<file path="config.mk">
export PLATFORM = sky130hd
export DESIGN_NAME = ip_arbiter_n
export DESIGN_NICKNAME = d
export VERILOG_FILES = /design/src/rtl/ip_arb_pkg.sv /design/src/rtl/ip_arbiter_n_rr_pick.sv /design/src/rtl/ip_arbiter_n.sv
export SDC_FILE = /design/constraint.sdc
export NUM_CORES = 1
export LEC_CHECK = 0
export CORE_MARGIN = 10
export CORE_UTILIZATION = 41
export CTS_BUF_LIST = sky130_fd_sc_hd__clkbuf_8
export CTS_CLUSTER_DIAMETER = 50
export DETAILED_ROUTE_END_ITERATION = 8
export PLACE_DENSITY_LB_ADDON = 0.3
export SLEW_MARGIN = 0
export SYNTH_ARGS = -nofsm -noshare
export SYNTH_HDL_FRONTEND = slang
export SYNTH_SLANG_ARGS = --single-unit
</file>
<file path="constraint.sdc">
create_clock -name clk -period 5.1 [get_ports clk]
set_input_delay 1.275 -clock clk [delete_from_list [all_inputs] [get_ports clk]]
set_output_delay 1.275 -clock clk [all_outputs]
set_load 0.1 [all_outputs]
</file>
<file path="src/rtl/ip_arb_pkg.sv">
// Shared types for the N-channel arbiter: FSM state encoding and arbitration policy values.
package ip_arb_pkg;

  typedef enum logic [1:0] {
    IDLE  = 2'd0,
    GRANT = 2'd1,
    DRAIN = 2'd2,
    DONE  = 2'd3
  } arb_state_t;

  localparam logic ARB_FIXED = 1'b0;
  localparam logic ARB_RR    = 1'b1;

endpackage

</file>
<file path="src/rtl/ip_arbiter_n_rr_pick.sv">
// Circular winner search: first requester at or after start_i, wrapping at N.
// Fixed priority uses start_i = 0, round-robin uses last grant + 1.
module rr_pick #(
  parameter int N  = 4,
  parameter int IW = $clog2(N)
) (
  input  logic [N-1:0]  req_i,
  input  logic [IW-1:0] start_i,
  output logic [IW-1:0] idx_o,
  output logic          found_o
);

  logic [IW:0] pos_w;

  always_comb begin
    idx_o   = '0;
    found_o = 1'b0;
    pos_w   = '0;
    // Offsets are walked high-to-low so the nearest requester after start_i is written last.
    for (int k = N - 1; k >= 0; k--) begin
      pos_w = {1'b0, start_i} + (IW + 1)'(k);
      if (pos_w >= (IW + 1)'(N)) begin
        pos_w = pos_w - (IW + 1)'(N);
      end
      if (req_i[pos_w[IW-1:0]]) begin
        idx_o   = pos_w[IW-1:0];
        found_o = 1'b1;
      end
    end
  end

endmodule

</file>
<file path="src/rtl/ip_arbiter_n.sv">
// N-channel pixel-stream arbiter: fixed-priority or round-robin grant with a burst limit,
// a registered output mux and a drain/complete handshake towards the downstream FIFO.
module ip_arbiter_n
  import ip_arb_pkg::*;
#(
  parameter int NUM_SLV      = 4,
  parameter int DW           = 32,
  parameter int MODE_W       = 2,
  parameter int MAX_BURST    = 16,
  parameter int DRAIN_CYCLES = 2
) (
  input  logic                       clk,
  input  logic                       rst,
  input  logic                       arb_policy,
  input  logic [NUM_SLV*MODE_W-1:0]  slv_mode,
  input  logic [NUM_SLV-1:0]         slv_data_valid,
  input  logic [NUM_SLV-1:0]         slv_proc_valid,
  input  logic [NUM_SLV*DW-1:0]      slv_data,
  output logic [NUM_SLV-1:0]         slv_ready,
  input  logic                       fifo_full,
  input  logic                       fifo_empty,
  input  logic                       proc_cmplt,
  output logic [MODE_W-1:0]          slvx_mode,
  output logic                       slvx_data_valid,
  output logic                       slvx_proc_val,
  output logic [DW-1:0]              slvx_data,
  output logic [$clog2(NUM_SLV)-1:0] data_source,
  output logic                       mstr_cmplt
);

  localparam int IW  = $clog2(NUM_SLV);
  localparam int CW  = $clog2(MAX_BURST + 1);
  localparam int DCW = $clog2(DRAIN_CYCLES + 2);
  localparam logic [IW-1:0]  LAST_IDX   = IW'(NUM_SLV - 1);
  localparam logic [CW-1:0]  BURST_MAX  = CW'(MAX_BURST);
  localparam logic [DCW-1:0] DRAIN_INIT = DCW'(DRAIN_CYCLES);

  arb_state_t        state_q, state_d;
  logic [IW-1:0]     src_q, src_d;
  logic [IW-1:0]     ptr_q, ptr_d;
  logic [CW-1:0]     beat_cnt_q, beat_cnt_d;
  logic [DCW-1:0]    drain_cnt_q, drain_cnt_d;
  logic [MODE_W-1:0] mode_q, mode_d;
  logic [DW-1:0]     data_q, data_d;
  logic              dvalid_q, dvalid_d;
  logic              pval_q, pval_d;

  logic [MODE_W-1:0]  mode_arr [NUM_SLV];
  logic [DW-1:0]      data_arr [NUM_SLV];
  logic [NUM_SLV-1:0] req;
  logic [NUM_SLV-1:0] src_hot;

  genvar gi;
  generate
    for (gi = 0; gi < NUM_SLV; gi++) begin : g_chan
      assign mode_arr[gi] = slv_mode[gi*MODE_W +: MODE_W];
      assign data_arr[gi] = slv_data[gi*DW +: DW];
      assign req[gi]      = |slv_mode[gi*MODE_W +: MODE_W];
      assign src_hot[gi]  = (src_q == IW'(gi));
    end
  endgenerate

  logic          any_req, other_req, burst_done, rearb, xfer_en, beat;
  logic [IW-1:0] pick_start, pick_idx;
  logic          pick_found;

  assign any_req    = |req;
  assign other_req  = |(req & ~src_hot);
  assign burst_done = (arb_policy == ARB_RR) && (beat_cnt_q == BURST_MAX) && other_req;
  // A grant that is about to be re-arbitrated must not move data in the same cycle.
  assign rearb      = (mode_arr[src_q] == '0) || burst_done;
  assign xfer_en    = (state_q == GRANT) && !fifo_full && !proc_cmplt && any_req && !rearb;
  assign slv_ready  = xfer_en ? src_hot : '0;
  assign beat       = xfer_en && slv_data_valid[src_q];
  assign pick_start = (arb_policy == ARB_RR) ? ((ptr_q == LAST_IDX) ? '0 : ptr_q + 1'b1) : '0;

  rr_pick #(
    .N  (NUM_SLV),
    .IW (IW)
  ) u_pick (
    .req_i   (req),
    .start_i (pick_start),
    .idx_o   (pick_idx),
    .found_o (pick_found)
  );

  always_comb begin
    state_d     = state_q;
    src_d       = src_q;
    ptr_d       = ptr_q;
    beat_cnt_d  = beat_cnt_q;
    drain_cnt_d = drain_cnt_q;
    mode_d      = mode_q;
    data_d      = data_q;
    pval_d      = pval_q;
    dvalid_d    = 1'b0;
    case (state_q)
      IDLE, GRANT: begin
        if (proc_cmplt) begin
          state_d     = DRAIN;
          drain_cnt_d = DRAIN_INIT;
          mode_d      = '0;
          pval_d      = 1'b0;
        end else if (state_q == IDLE) begin
          if (!fifo_full && pick_found) begin
            state_d    = GRANT;
            src_d      = pick_idx;
            ptr_d      = pick_idx;
            beat_cnt_d = '0;
          end
        end else if (!any_req) begin
          state_d = IDLE;
        end else if (!fifo_full && rearb) begin
          src_d      = pick_idx;
          ptr_d      = pick_idx;
          beat_cnt_d = '0;
        end else if (beat) begin
          mode_d   = mode_arr[src_q];
          data_d   = data_arr[src_q];
          pval_d   = slv_proc_valid[src_q];
          dvalid_d = 1'b1;
          if (beat_cnt_q != BURST_MAX) begin
            beat_cnt_d = beat_cnt_q + 1'b1;
          end
        end
      end
      DRAIN: begin
        if (drain_cnt_q != '0) begin
          drain_cnt_d = drain_cnt_q - 1'b1;
        end else if (fifo_empty) begin
          state_d = DONE;
          src_d   = '0;
          ptr_d   = LAST_IDX;
        end
      end
      DONE:    state_d = IDLE;
      default: state_d = IDLE;
    endcase
  end

  always_ff @(posedge clk) begin
    if (rst) begin
      state_q     <= IDLE;
      src_q       <= '0;
      ptr_q       <= LAST_IDX;
      beat_cnt_q  <= '0;
      drain_cnt_q <= '0;
      mode_q      <= '0;
      data_q      <= '0;
      dvalid_q    <= 1'b0;
      pval_q      <= 1'b0;
    end else begin
      state_q     <= state_d;
      src_q       <= src_d;
      ptr_q       <= ptr_d;
      beat_cnt_q  <= beat_cnt_d;
      drain_cnt_q <= drain_cnt_d;
      mode_q      <= mode_d;
      data_q      <= data_d;
      dvalid_q    <= dvalid_d;
      pval_q      <= pval_d;
    end
  end

  assign slvx_mode       = mode_q;
  assign slvx_data       = data_q;
  assign slvx_data_valid = dvalid_q;
  assign slvx_proc_val   = pval_q;
  assign data_source     = src_q;
  assign mstr_cmplt      = (state_q == DONE);

endmodule
</file>
==> out/results.ini <==
[outcome]
run_status = completed

[critical_path]
start_kind = input pin
required_ns = 3.83
setup.worst_path.start = slv_mode[0]
cp_data_arrival_time_ns = 3.66
rrSetupSlack_ns = 2.10
reg2regPathDepth = 6
timing.critical_path.cells = clkdlybuf4s50_1, nor4_2, nor3_1, o211ai_4, nand2_1, nor3b_1, buf_12
reg2reg_to = slvx_data[9]$_SDFFE_PP0P_
slowest_stage = nor4_2
path_max_fanout = 10
end_kind = output port
reg2reg_from = data_source[1]$_SDFFE_PP0P_
max_stage_delay_ns = 0.60
critical_path_class = in -> out

[final_layout]
fin_cells = 569
nets = 622
syn_to_final_growth_pct = 66.10
drive_above_1_share_pct = 12.77
diodes = 0

[synthesis]
synth_edf_count = 0
yosysWarnings = 0
synthesis.nets = 441
synth.most_common_cell = nor2_1
synth_common_cells = nor2_1 (50), dfxtp_1 (49), mux4_2 (36), mux2i_1 (35)
synth.distinct_cells = 45
synthFlopType = dfxtp_1
synthTopCellsByArea = dfxtp_1 (32%), mux4_2 (26%), mux2i_1 (11%), nor2_1 (6.0%), a21oi_1 (1.9%)
ys_ff_latch = 49
yosys.area.top_type_share_pct = 31.52
async_flop_share_pct = 0
synth-seq-area-share_pct = 31.52
syn_inst = 288
syn_area_um2 = 3112
yosys.area.top_type = dfxtp_1
syn_avg_cell_area_um2 = 10.80

[routing]
ant_nets = 0
highest_layer = met4
num_vias = 3048
dr.first_iter.drc_count = 215
drt-total-wl_mm = 11.08
dr_wl_met3_um = 894
firstDrtPassIters = 4
met2RoutedLength_mm = 5.965
wl_met1_mm = 4.064
via_per_inst = 5.357
wl_per_cell_um = 19.47
drc = 0

[floorplanning]
core-area_um2 = 7331
boundaryPins = 193
start_util_pct = 42.45
core.rowCount = 31
die_w_um = 107.1
dieArea_um2 = 11470
die_y_um = 107.1

[timing]
holdWs_ns = 0.4922
period_minus_slack_ns = 4.931
clock_skew_ns = 0.008825
finalMaxSlewViolations = 0
maxSlewHeadroom_pct = 30.06
hold_viol = 0
worst_pin_slew_ns = 1.046
rsz0062_at_grt = false
setup_viol = 0
period_share_pct = 96.68
finalSetupTns_ns = 0
fmax_mhz = 202.8

[grt]
grt_max_degree = 47
grt_pass1_wl_mm = 17.21
overflow = 0
grt_pass1_vias = 3252
grt_antenna_before_repair = 0
grt_usage_pct = 18.72

[worst_hold_path]
min_from = slvx_proc_val$_SDFFE_PP0P_
whs_path_depth = 2
hp-class = reg -> reg
hold_path_end = slvx_proc_val$_SDFFE_PP0P_

[job]
max_cap_violations = 0

[place]
io_buffers = 192
dp_hpwl_mm = 9.145
place_congestion = 0.7679
dp.cells = 561

[clock_tree]
root_buffer = clkbuf_8
h-tree-depth = 2
cts_hold_buf = 0
cts.repair.resized = 0
clk_pin_slew_ns = 0.09
cts_buffer_depth = 2
cts_tree = done
cts_sinks = 49
post-cts-setup-buffers = 0
insertion_delay_ns = 0.30
cts_buffers = 5

[pwr]
vdd.ir_drop.worst_mv = 0.1266
p_leak_uw = 0.001721
p_per_area_nw_per_um2 = 174.2

layout make-up:
class	count	area [um2]
timing repair buffer	195	1984
clock buffer	5	68.82
tap	99	123.9
inverter	9	33.78
sequential	49	983.4
multi-input combinational	209	1953
fill	546	2162
clock inverter	3	21.27
layout by cell type, fill, tap and decap left out, types with 3 or more instances in the layout:
cell / synthesis / layout
clkdlybuf4s50_1: 0 / 188
nor2_1: 50 / 50
dfxtp_1: 49 / 47
mux4_2: 36 / 36
mux2i_1: 35 / 35
a21oi_1: 12 / 12
inv_1: 9 / 9
nand3_1: 8 / 8
nor3_1: 7 / 7
nand2_1: 7 / 7
o21ai_0: 7 / 7
nand2b_1: 5 / 5
a31oi_1: 5 / 5
clkbuf_8: 0 / 5
buf_12: 1 / 4
nor4b_1: 3 / 3
nor3b_1: 3 / 3
ha_1: 3 / 3
buf_4: 1 / 3
kinds of logic (layout without fill, tap and decap cells):
logic type	after synthesis	count (layout)	share of synthesized area, %
flip-flops	49	49	31.52
AND/OR/NAND/NOR	97	97	15.92
multiplexers	71	71	37.31
adder cells (fa/ha/maj)	3	3	1.206
AO/OA/AOI/OAI	36	36	7.761
buffers and inverters	30	212	5.710
XOR/XNOR	2	2	0.5630
power by group:
part	leakage [uW]	switching (uW)	internal (uW)
sequential	0.000397	15.6	391
combinational	0.00128	102	163
clock	0.0000445	131	97.5
through the flow:
step           power, uW  util, %  instance area, um2  setup slack [ns]
6_report           900.4    70.51                5169            0.1694
5_1_grt            947.1    70.51                5169           0.08111
3_5_place_dp       681.6    69.28                5079            0.1976
4_1_cts            910.0    70.51                5169            0.1910
2_1_floorplan      535.3        -                3112           -0.6699
3_3_place_gp       675.5    69.28                5079            0.3173
worst max-delay path, delay by kind of cell:
kind            cells  cell delay (ns)
simple gates        4             1.30
buf+inv             2             0.75
compound gates      1             0.33
flip-flops by register name (all words and copies together) (netlist names):
register	count
beat_cnt_q	5
data_source	2
drain_cnt_q	2
ptr_q	2
slvx_data	32
slvx_data_valid	1
slvx_mode	2
slvx_proc_val	1
state_q	2
worst max path at each step:
stage | to | slack (ns)
floorplan | slv_ready[2] | -0.67
global placement | slv_ready[2] | 0.32
detailed placement | slv_ready[2] | 0.20
CTS | slv_ready[2] | 0.19
global route | slv_ready[1] | 0.08
finish | slv_ready[2] | 0.17
metal layers:
metal	vias up	global-route usage [%]
met5	-	0
met4	0	5.222
met3	8	6.347
met2	116	33.33
met1	1478	20.63
li1	1446	-
No activity file was read; power rests on OpenSTA's default activity.
